[config.mk]
export PLATFORM = sky130hd
export DESIGN_NAME = mem_march_ctrl
export DESIGN_NICKNAME = d
export VERILOG_FILES = /design/src/rtl/mem_march_pkg.sv /design/src/rtl/mem_addr_counter.sv /design/src/rtl/mem_march_ctrl.sv
export SDC_FILE = /design/constraint.sdc
export NUM_CORES = 1
export LEC_CHECK = 0
export CAP_MARGIN = 5
export CORE_UTILIZATION = 30
export DETAILED_ROUTE_END_ITERATION = 7
export PLACE_DENSITY = 0.59
export SLEW_MARGIN = 10
export SYNTH_ARGS = -nofsm -noshare
export SYNTH_HDL_FRONTEND = slang
export SYNTH_SLANG_ARGS = --single-unit
[constraint.sdc]
create_clock -name clk -period 2.6 [get_ports clk]
set_clock_uncertainty 0.2 [all_clocks]
set_input_delay 0.65 -clock clk [delete_from_list [all_inputs] [get_ports clk]]
set_output_delay 0.65 -clock clk [all_outputs]
set_load 0.005 [all_outputs]
[src/rtl/mem_march_pkg.sv]
// Shared types and March C- element table for the memory self-test controller.
package mem_march_pkg;

  typedef enum logic [1:0] {IDLE, RUN, DONE} state_t;
  typedef enum logic [1:0] {W0, W1, R0, R1} op_t;

  localparam int unsigned NUM_ELEM = 6;
  localparam int unsigned MAX_OPS  = 2;

  // Bit e set: element e walks addresses from the top down.
  localparam logic [NUM_ELEM-1:0] ELEM_DOWN = 6'b011000;

  localparam logic [1:0] ELEM_NOPS [NUM_ELEM] = '{2'd1, 2'd2, 2'd2, 2'd2, 2'd2, 2'd1};

  localparam op_t ELEM_OPS [NUM_ELEM][MAX_OPS] = '{
    '{W0, W0},
    '{R0, W1},
    '{R1, W0},
    '{R0, W1},
    '{R1, W0},
    '{R0, R0}
  };

  function automatic logic op_is_write(op_t op);
    return (op == W0) || (op == W1);
  endfunction

  function automatic logic op_is_one(op_t op);
    return (op == W1) || (op == R1);
  endfunction

endpackage

[src/rtl/mem_addr_counter.sv]
// Up/down address counter with load-zero/load-max, enable and terminal-count flag.
module mem_addr_counter #(
  parameter int unsigned ADDR_W = 4
) (
  input  logic              clk,
  input  logic              rst,
  input  logic              ld_zero,
  input  logic              ld_max,
  input  logic              en,
  input  logic              down,
  output logic [ADDR_W-1:0] count,
  output logic              tc
);

  logic [ADDR_W-1:0] count_n;

  always_comb begin
    count_n = count;
    if (ld_zero)
      count_n = '0;
    else if (ld_max)
      count_n = '1;
    else if (en)
      count_n = down ? count - ADDR_W'(1) : count + ADDR_W'(1);
  end

  assign tc = down ? (count == '0) : (count == '1);

  always_ff @(posedge clk) begin
    if (!rst)
      count <= '0;
    else
      count <= count_n;
  end

endmodule

[src/rtl/mem_march_ctrl.sv]
// March C- self-test controller driving a single-port synchronous RAM.
// Optional second checkerboard-background pass: define MEM_MARCH_CHECKERBOARD_EN.
module mem_march_ctrl
  import mem_march_pkg::*;
#(
  parameter int unsigned ADDR_W       = 4,
  parameter int unsigned DATA_W       = 8,
  parameter int unsigned STOP_ON_FAIL = 0
) (
  input  logic              clk,
  input  logic              rst,
  input  logic              start,
  output logic              busy,
  output logic              done,
  output logic              fail,
  output logic [ADDR_W-1:0] fail_addr,
  output logic [3:0]        fail_elem,
  output logic [ADDR_W-1:0] mem_addr,
  output logic [DATA_W-1:0] mem_wdata,
  output logic              mem_we,
  output logic              mem_re,
  input  logic [DATA_W-1:0] mem_rdata
);

`ifdef MEM_MARCH_CHECKERBOARD_EN
  localparam logic LAST_PASS = 1'b1;
`else
  localparam logic LAST_PASS = 1'b0;
`endif

  // Background is 0x55.. on even addresses and 0xAA.. on odd ones in pass 1.
  function automatic logic [DATA_W-1:0] datum(op_t op, logic pass, logic odd);
    logic [DATA_W-1:0] bg;
    for (int unsigned i = 0; i < DATA_W; i++)
      bg[i] = pass & (i[0] == odd);
    return op_is_one(op) ? ~bg : bg;
  endfunction

  state_t            state_q, state_n;
  logic [2:0]        elem_q, elem_n;
  logic              opi_q, opi_n;
  logic              ph_q, ph_n;
  logic              pass_q, pass_n;
  logic              ld_zero, ld_max, cnt_en, tc;
  logic              mismatch, nxt_odd;
  op_t               cur_op, nxt_op;
  logic [DATA_W-1:0] exp_data;

  mem_addr_counter #(.ADDR_W(ADDR_W)) u_cnt (
    .clk     (clk),
    .rst     (rst),
    .ld_zero (ld_zero),
    .ld_max  (ld_max),
    .en      (cnt_en),
    .down    (ELEM_DOWN[elem_q]),
    .count   (mem_addr),
    .tc      (tc)
  );

  always_comb begin
    state_n  = state_q;
    elem_n   = elem_q;
    opi_n    = opi_q;
    ph_n     = ph_q;
    pass_n   = pass_q;
    ld_zero  = 1'b0;
    ld_max   = 1'b0;
    cnt_en   = 1'b0;
    mismatch = 1'b0;
    cur_op   = ELEM_OPS[elem_q][opi_q];
    exp_data = datum(cur_op, pass_q, mem_addr[0]);

    case (state_q)
      IDLE, DONE: begin
        if (start) begin
          state_n = RUN;
          elem_n  = '0;
          opi_n   = 1'b0;
          ph_n    = 1'b0;
          pass_n  = 1'b0;
          ld_zero = 1'b1;
        end
      end
      RUN: begin
        if (!op_is_write(cur_op) && !ph_q) begin
          ph_n = 1'b1;
        end else begin
          mismatch = !op_is_write(cur_op) && (mem_rdata != exp_data);
          ph_n     = 1'b0;
          if ((STOP_ON_FAIL != 0) && mismatch) begin
            state_n = DONE;
          end else if ({1'b0, opi_q} != ELEM_NOPS[elem_q] - 2'd1) begin
            opi_n = opi_q + 1'b1;
          end else begin
            opi_n = 1'b0;
            if (!tc) begin
              cnt_en = 1'b1;
            end else if (elem_q != 3'(NUM_ELEM - 1)) begin
              elem_n = elem_q + 3'd1;
              if (ELEM_DOWN[elem_n])
                ld_max = 1'b1;
              else
                ld_zero = 1'b1;
            end else if (pass_q != LAST_PASS) begin
              pass_n  = 1'b1;
              elem_n  = '0;
              ld_zero = 1'b1;
            end else begin
              state_n = DONE;
            end
          end
        end
      end
      default: state_n = IDLE;
    endcase

    // Outputs are registered from the upcoming op, so predict the next address parity.
    nxt_op  = ELEM_OPS[elem_n][opi_n];
    nxt_odd = ld_zero ? 1'b0 : ld_max ? 1'b1 : cnt_en ? ~mem_addr[0] : mem_addr[0];
  end

  always_ff @(posedge clk) begin
    if (!rst) begin
      state_q   <= IDLE;
      elem_q    <= '0;
      opi_q     <= 1'b0;
      ph_q      <= 1'b0;
      pass_q    <= 1'b0;
      busy      <= 1'b0;
      done      <= 1'b0;
      mem_we    <= 1'b0;
      mem_re    <= 1'b0;
      mem_wdata <= '0;
      fail      <= 1'b0;
      fail_addr <= '0;
      fail_elem <= '0;
    end else begin
      state_q   <= state_n;
      elem_q    <= elem_n;
      opi_q     <= opi_n;
      ph_q      <= ph_n;
      pass_q    <= pass_n;
      busy      <= (state_n == RUN);
      done      <= (state_n == DONE);
      mem_we    <= (state_n == RUN) && op_is_write(nxt_op);
      mem_re    <= (state_n == RUN) && !op_is_write(nxt_op) && !ph_n;
      mem_wdata <= ((state_n == RUN) && op_is_write(nxt_op)) ? datum(nxt_op, pass_n, nxt_odd) : '0;
      if ((state_q != RUN) && start) begin
        fail      <= 1'b0;
        fail_addr <= '0;
        fail_elem <= '0;
      end else if (mismatch && !fail) begin
        fail      <= 1'b1;
        fail_addr <= mem_addr;
        fail_elem <= {pass_q, elem_q};
      end
    end
  end

endmodule
* Word level (Yosys, flattened, before mapping)
Memory sizes are Yosys's and may differ from the RTL's. A register that Yosys moved wholly into a read port is not among the register bits. Index checks and enable logic that the tools add are counted.
Word-level totals: bits in registers 33, memory bits (read-only) 96, output and inout port bits 25, memories kept 5
Cells by class: add/sub/neg operators 5, magnitude comparators 6, equality and inequality tests 13, muxes and demuxes 71, bitwise operators 13, reduce and logical (&&, ||, !) cells 25
Memory list:
- (name not given) | depth 8, bits a word 4, read ports 1, clocked after Yosys merged registers in 0, wr ports 0, line mem_march_ctrl.sv:118 | nxt_op = ELEM_OPS[elem_n][opi_n];
- (name not given) | depth 8, bits a word 4, read ports 1, clocked after Yosys merged registers in 0, wr ports 0, line mem_march_ctrl.sv:70 | cur_op = ELEM_OPS[elem_q][opi_q];
- (name not given) | depth 8, bits a word 2, read ports 1, clocked after Yosys merged registers in 0, wr ports 0, line mem_march_ctrl.sv:92 | end else if ({1'b0, opi_q} != ELEM_NOPS[elem_q] - 2'd1) begin
- (name not given) | depth 8, bits a word 1, read ports 1, clocked after Yosys merged registers in 0, wr ports 0, line mem_march_ctrl.sv:100 | if (ELEM_DOWN[elem_n])
- (name not given) | depth 8, bits a word 1, read ports 1, clocked after Yosys merged registers in 1, wr ports 0, line mem_march_ctrl.sv:55 | .down (ELEM_DOWN[elem_q]),
Operators with widths (number):
- $mux W1 | 35
- $mux W2 | 14
- $mux W4 | 7
- $mux W3 | 7
- $mux W8 | 2
- $not A8 Y8 | 2
- $eq A2 B1 Y1 const B | 4
- $eq A2 B2 Y1 const B | 4
- $ge A4 B4 Y1 const B | 2
- $lt A3 B4 Y1 const B | 2
- $ne A8 B8 Y1 | 1
- $not A3 Y4 | 2
- $pmux W1 S2 | 4
- $logic_and A1 B1 Y1 | 7
- $logic_not A2 Y1 | 3
- $pmux W3 S2 | 1
- $reduce_or A2 Y1 | 3
- $logic_not A1 Y1 | 5
- $add A4 B1 Y4 const B | 1
- $and A1 B1 Y1 | 4
- $eq A4 B4 Y1 const B | 1
- $ge A2 B2 Y1 const B | 2
- $logic_not A4 Y1 | 1
- $logic_or A1 B1 Y1 | 4
- 12 further kinds | 15

* Logic depth before layout (Yosys ltp)
depth in word-level cells 25, gate-level depth with buffers 12, mapped depth without buffers 11

* Modules after synthesis
From an unflattened synthesis, not the netlist that was laid out.
Second synthesis, totals: cells, all modules 206, area total of the unflattened synthesis 1735.4 um^2
Modules (own cells, without submodules):
- mem_march_ctrl | times used 1, cells each 171, area each 1427.6 um^2, sequential area each 480.5 um^2
- mem_addr_counter | times used 1, cells each 35, area each 307.8 um^2, sequential area each 80.1 um^2

* Worst setup path before layout
No wires, ideal clock.
path kind reg-to-reg, start register elem_q[0], end register mem_wdata[5], library setup time 73 ps, arrival time 2473 ps, data required time 2327 ps, setup slack -146 ps, stages on the path, launching flop included 13, buffers on the path 1, period minus slack after synthesis 2746 ps, cells stage by stage dfxtp_1 > buf_6 > inv_1 > ha_1 > mux2i_1 > ha_1 > nand3b_1 > a211oi_4 > a31oi_4 > a22oi_4 > nand2_4 > or3_1 > o22ai_2
On the way: cells in the longest elaborated chain, start to end 24, elaborated cells between the ends (all ways) 78, those cells by class add/sub: 2; eq/ne: 6; mux: 52; bitwise: 5; reduce/logical: 9; memory: 4
Ends and longest elaborated chain:
- from (decl) | line mem_march_ctrl.sv:40 | logic [2:0] elem_q, elem_n;
- from (signal assigned) | line mem_march_ctrl.sv:139 | elem_q <= elem_n;
- $not A3 Y4 (not written as such) | line mem_march_ctrl.sv:70, mem_march_ctrl.sv:92
- $mem_v2 Z8 W4
- $mux W4 (not written as such) (2 in a row) | line mem_march_ctrl.sv:70
- $mux W2 (not written as such) (3 in a row) | line mem_march_ctrl.sv:70
- $eq A2 B1 Y1 / $logic_not A2 Y1 (equally long branches) | line mem_march_pkg.sv:25 | return (op == W0) || (op == W1);
- $logic_or A1 B1 Y1 | line mem_march_pkg.sv:25
- $logic_not A1 Y1 | line mem_march_ctrl.sv:85 | if (!op_is_write(cur_op) && !ph_q) begin
- $logic_and A1 B1 Y1 | line mem_march_ctrl.sv:85
- (+2 left out)
- $not A3 Y4 (not written as such) | line mem_march_ctrl.sv:118
- $mem_v2 Z8 W4
- $mux W4 (not written as such) (2 in a row) | line mem_march_ctrl.sv:118
- $mux W2 (not written as such) (3 in a row) | line mem_march_ctrl.sv:118
- $eq A2 B1 Y1 / $logic_not A2 Y1 (equally long branches) | line mem_march_pkg.sv:25, mem_march_pkg.sv:29
- $logic_or A1 B1 Y1 | line mem_march_pkg.sv:25
- $logic_and A1 B1 Y1 | line mem_march_ctrl.sv:147 | mem_wdata <= ((state_n == RUN) && op_is_write(nxt_op)) ? datum(nxt_op, pass_n, nxt_odd) : '0;
- $reduce_and A2 Y1 (no line)
- to (signal assigned) | line mem_march_ctrl.sv:147
- to (decl) | line mem_march_ctrl.sv:19 | output logic [DATA_W-1:0] mem_wdata,
Parallel ways exist; a longest one is shown, timed or not. The select of a mux whose other input is x is not followed. A chain may end at the register's enable or synchronous reset.

* Worst setup path in the final report
Same ends and word-level chain as after synthesis.

==> reports/results.txt <==
status -> finished clean
WL per Instance -> 12.32 µm
Final Cycle Share -> 99.15%
reg2reg setup slack -> 0.02 ns
clk slew on worst S/H paths -> 0.10 ns
Core Rows -> 26
P per Cell Area -> 346.5 mW/mm²
average size of a mapped cell -> 9.117 µm²
Setup violations, final -> 0
Buf/Inv on CP -> 1
via count -> 1,510
post-detailed-placement half-perimeter wirelength -> 3051 µm
CTS Hold Buffers Added -> 0
# diodes -> 0
Critical path origin -> elem_q[0]
vias in the first global route -> 1,433
DRT Pass-1 Iters -> 4
final worst slack -> 0.02202 ns
Fmax -> 387.9 MHz
Crit Reg-Reg Startpoint -> elem_q[0]
hold endpoint -> fail_addr[0]
total CTS buffers -> 3
Filler Cell Count -> 545
Post-synth EDFFs -> 0
RePlAce Congestion -> 0.8852
Worst EP required -> 2.61 ns
Area growth syn-to-layout -> 42.95%
area of the core -> 0.005270 mm²
CP Capture Type -> register
Starting Density -> 32.00%
Fin Hold WS -> 0.2983 ns
Cells after Synth -> 185
Critical Path Start Type -> register
Die ar. -> 0.005926 mm²
Die W -> 76.98 µm
layout cells sized above 1 -> 26.23%
Setup WS pre-CTS -> -0.07912 ns
Least-Margin Pin Slew -> 0.4171 ns
Synth Warn # -> 0
slowest CP cell -> dfxtp_2
ys flop type -> dfxtp_1
grt total ovfl -> 0
RSZ-0062 raised after global routing -> true
peak supply drop -> 0.0001763 V
post-route ant nets -> 0
most common cell after layout, fill and taps aside -> clkdlybuf4s50_1
largest net degree at the start of global routing -> 16
CP max FO -> 4
DRT Wirelength -> 3867 µm
Netlist Area Pre-Place -> 0.001687 mm²
H-tree Lvls -> 1
crit path kind -> register to register
Hold Path Depth -> 2
DRT iter0 DRCs -> 55
Clock Path Buffers -> 2
slew margin rel. -> 72.03%
total track usage -> 13.68%
setup_tns -> 0 ns
Async SR Flop Fraction -> 0%
worst reg2reg endpoint -> mem_wdata[5]
crit-path cells -> inv_2 -> ha_4 -> mux2i_1 -> ha_1 -> nand3b_1 -> a211oi_4 -> a31oi_4 -> a22oi_4 -> nand2_4 -> or3_4 -> o22ai_2
worst path arrival time -> 2.59 ns
Hold Path Class -> register to register
Crit path max-delay family -> compound AO/OA/AOI/OAI gates
DRC viols -> 0
CP peak stage delay -> 0.33 ns
post-synthesis sequential area ratio -> 33.23%
# clock sinks -> 28
min Tclk post-route -> 2.578 ns
post-synthesis cell type count -> 55
Leakage -> 0.8888 nW
Post-Syn Nets -> 204
Max Cap Violations -> 0
most frequent cells in the layout -> 35 x clkdlybuf4s50_1, 28 x nor2_1, 28 x buf_4
root buf cell -> clkbuf_8
I/O pins -> 36
first-pass GRT wire length -> 6575 µm
Hold Path Origin -> fail_addr[0]
Seq cells post-synth -> 28
Clock Latency Late Sink -> 0.28 ns
I/O Buffers -> 35
CTS tree -> built
Via density -> 4.809
max-slew violation count -> 0
initial antenna violation count -> 0
die height -> 76.98 µm
Nets -> 264
Reg2Reg Depth -> 11
Hold Vio Cnt, Final -> 0
## tightest hold or removal path, stage by stage, from the launching register on
cell     delay [ns]
dfxtp_1        0.34
mux2i_1        0.06
nor2_1         0.07
## state kept, by name, summed over array words and instances (netlist names)
name	cells
busy	1
done	1
elem_q	3
fail	1
fail_addr	4
fail_elem	4
mem_re	1
mem_wdata	2
mem_we	1
opi_q	1
pass_q	1
ph_q	1
state_q	2
u_cnt.count	4
u_cnt.down	1
## cells by family after synthesis
| logic type | share of synthesized area, % |
|---|---|
| muxes | 10.98 |
| AOI/OAI and AO/OA | 17.51 |
| buffers and inverters | 7.344 |
| adders and majority gates | 6.380 |
| xor gates and xnor gates | 2.078 |
| DFF | 33.23 |
| and+or+nand+nor | 22.48 |
## worst max path at each step
stage | end | slack [ns] | depth (start not counted)
final | mem_wdata[5] | 0.02 | 11
after global routing | mem_wdata[5] | -0.1 | 11
after CTS | mem_wdata[5] | -0.004 | 11
after detailed placement | mem_re | -0.08 | 5
after global placement | mem_re | -0.02 | 5
after floorplan | mem_wdata[5] | 0.01 | 12
## synthesized netlist by cell type, types with 2 or more instances
cell | instances | share of area, %
or2b_2 | 2 | 1.0
inv_1 | 10 | 2.2
or2_2 | 2 | 0.74
ha_1 | 7 | 5.2
mux2i_1 | 14 | 8.3
buf_6 | 2 | 1.3
nand4_1 | 4 | 1.5
xor2_1 | 2 | 1.0
nor2_1 | 28 | 6.2
xnor2_1 | 2 | 1.0
nor3_1 | 2 | 0.59
o21ai_0 | 7 | 2.1
or4_1 | 2 | 0.89
dfxtp_1 | 28 | 33
mux2_2 | 2 | 1.3
and2_1 | 3 | 1.1
a211oi_1 | 6 | 2.7
nand3_1 | 3 | 0.89
and2b_2 | 2 | 1.0
nor2b_1 | 3 | 1.1
buf_4 | 6 | 2.7
nand2_1 | 11 | 2.4
a21oi_1 | 5 | 1.5
## area by class of cell
| type | count | area [µm²] | share of cell area [%] |
|---|---|---|---|
| timing repair buffer | 65 | 600.6 | 24.91 |
| multi-input combinational | 137 | 1067 | 44.27 |
| clock buffer | 4 | 55.05 | 2.283 |
| sequential | 28 | 563.0 | 23.35 |
| tap | 70 | 87.58 | 3.633 |
| inverter | 10 | 37.54 | 1.557 |
## per-stage QoR
step	total power, mW	utilization [%]	instances	area (µm²)
4_1_cts	0.8411	44.73	312	2357
2_1_floorplan	0.5082	-	185	1704
6_report	0.8355	45.75	314	2411
5_1_grt	0.8736	45.75	314	2411
3_5_place_dp	0.5684	43.47	308	2291
3_3_place_gp	0.5681	43.47	308	2291
## per-layer routing
layer	up-vias	track usage, %	part of all wire, %
li1	770	-	-
met1	708	17.71	46
met2	27	23.30	49
met3	5	1.786	3.4
met4	0	4.528	1.4
met5	-	0	0
## power breakdown
part	internal, mW	switching, mW
registers	0.436	0.00413
clock network	0.136	0.140
logic	0.0632	0.0564
## what timing repair did
item	4_1_cts	5_1_grt
pin swaps	1	0
setup endpoints to repair	2	10
cloned	0	0
buffers inserted	0	2
gates resized for setup	4	9
hold endpoints to repair	0	0
Note: power is estimated with default switching activity, not from simulation.
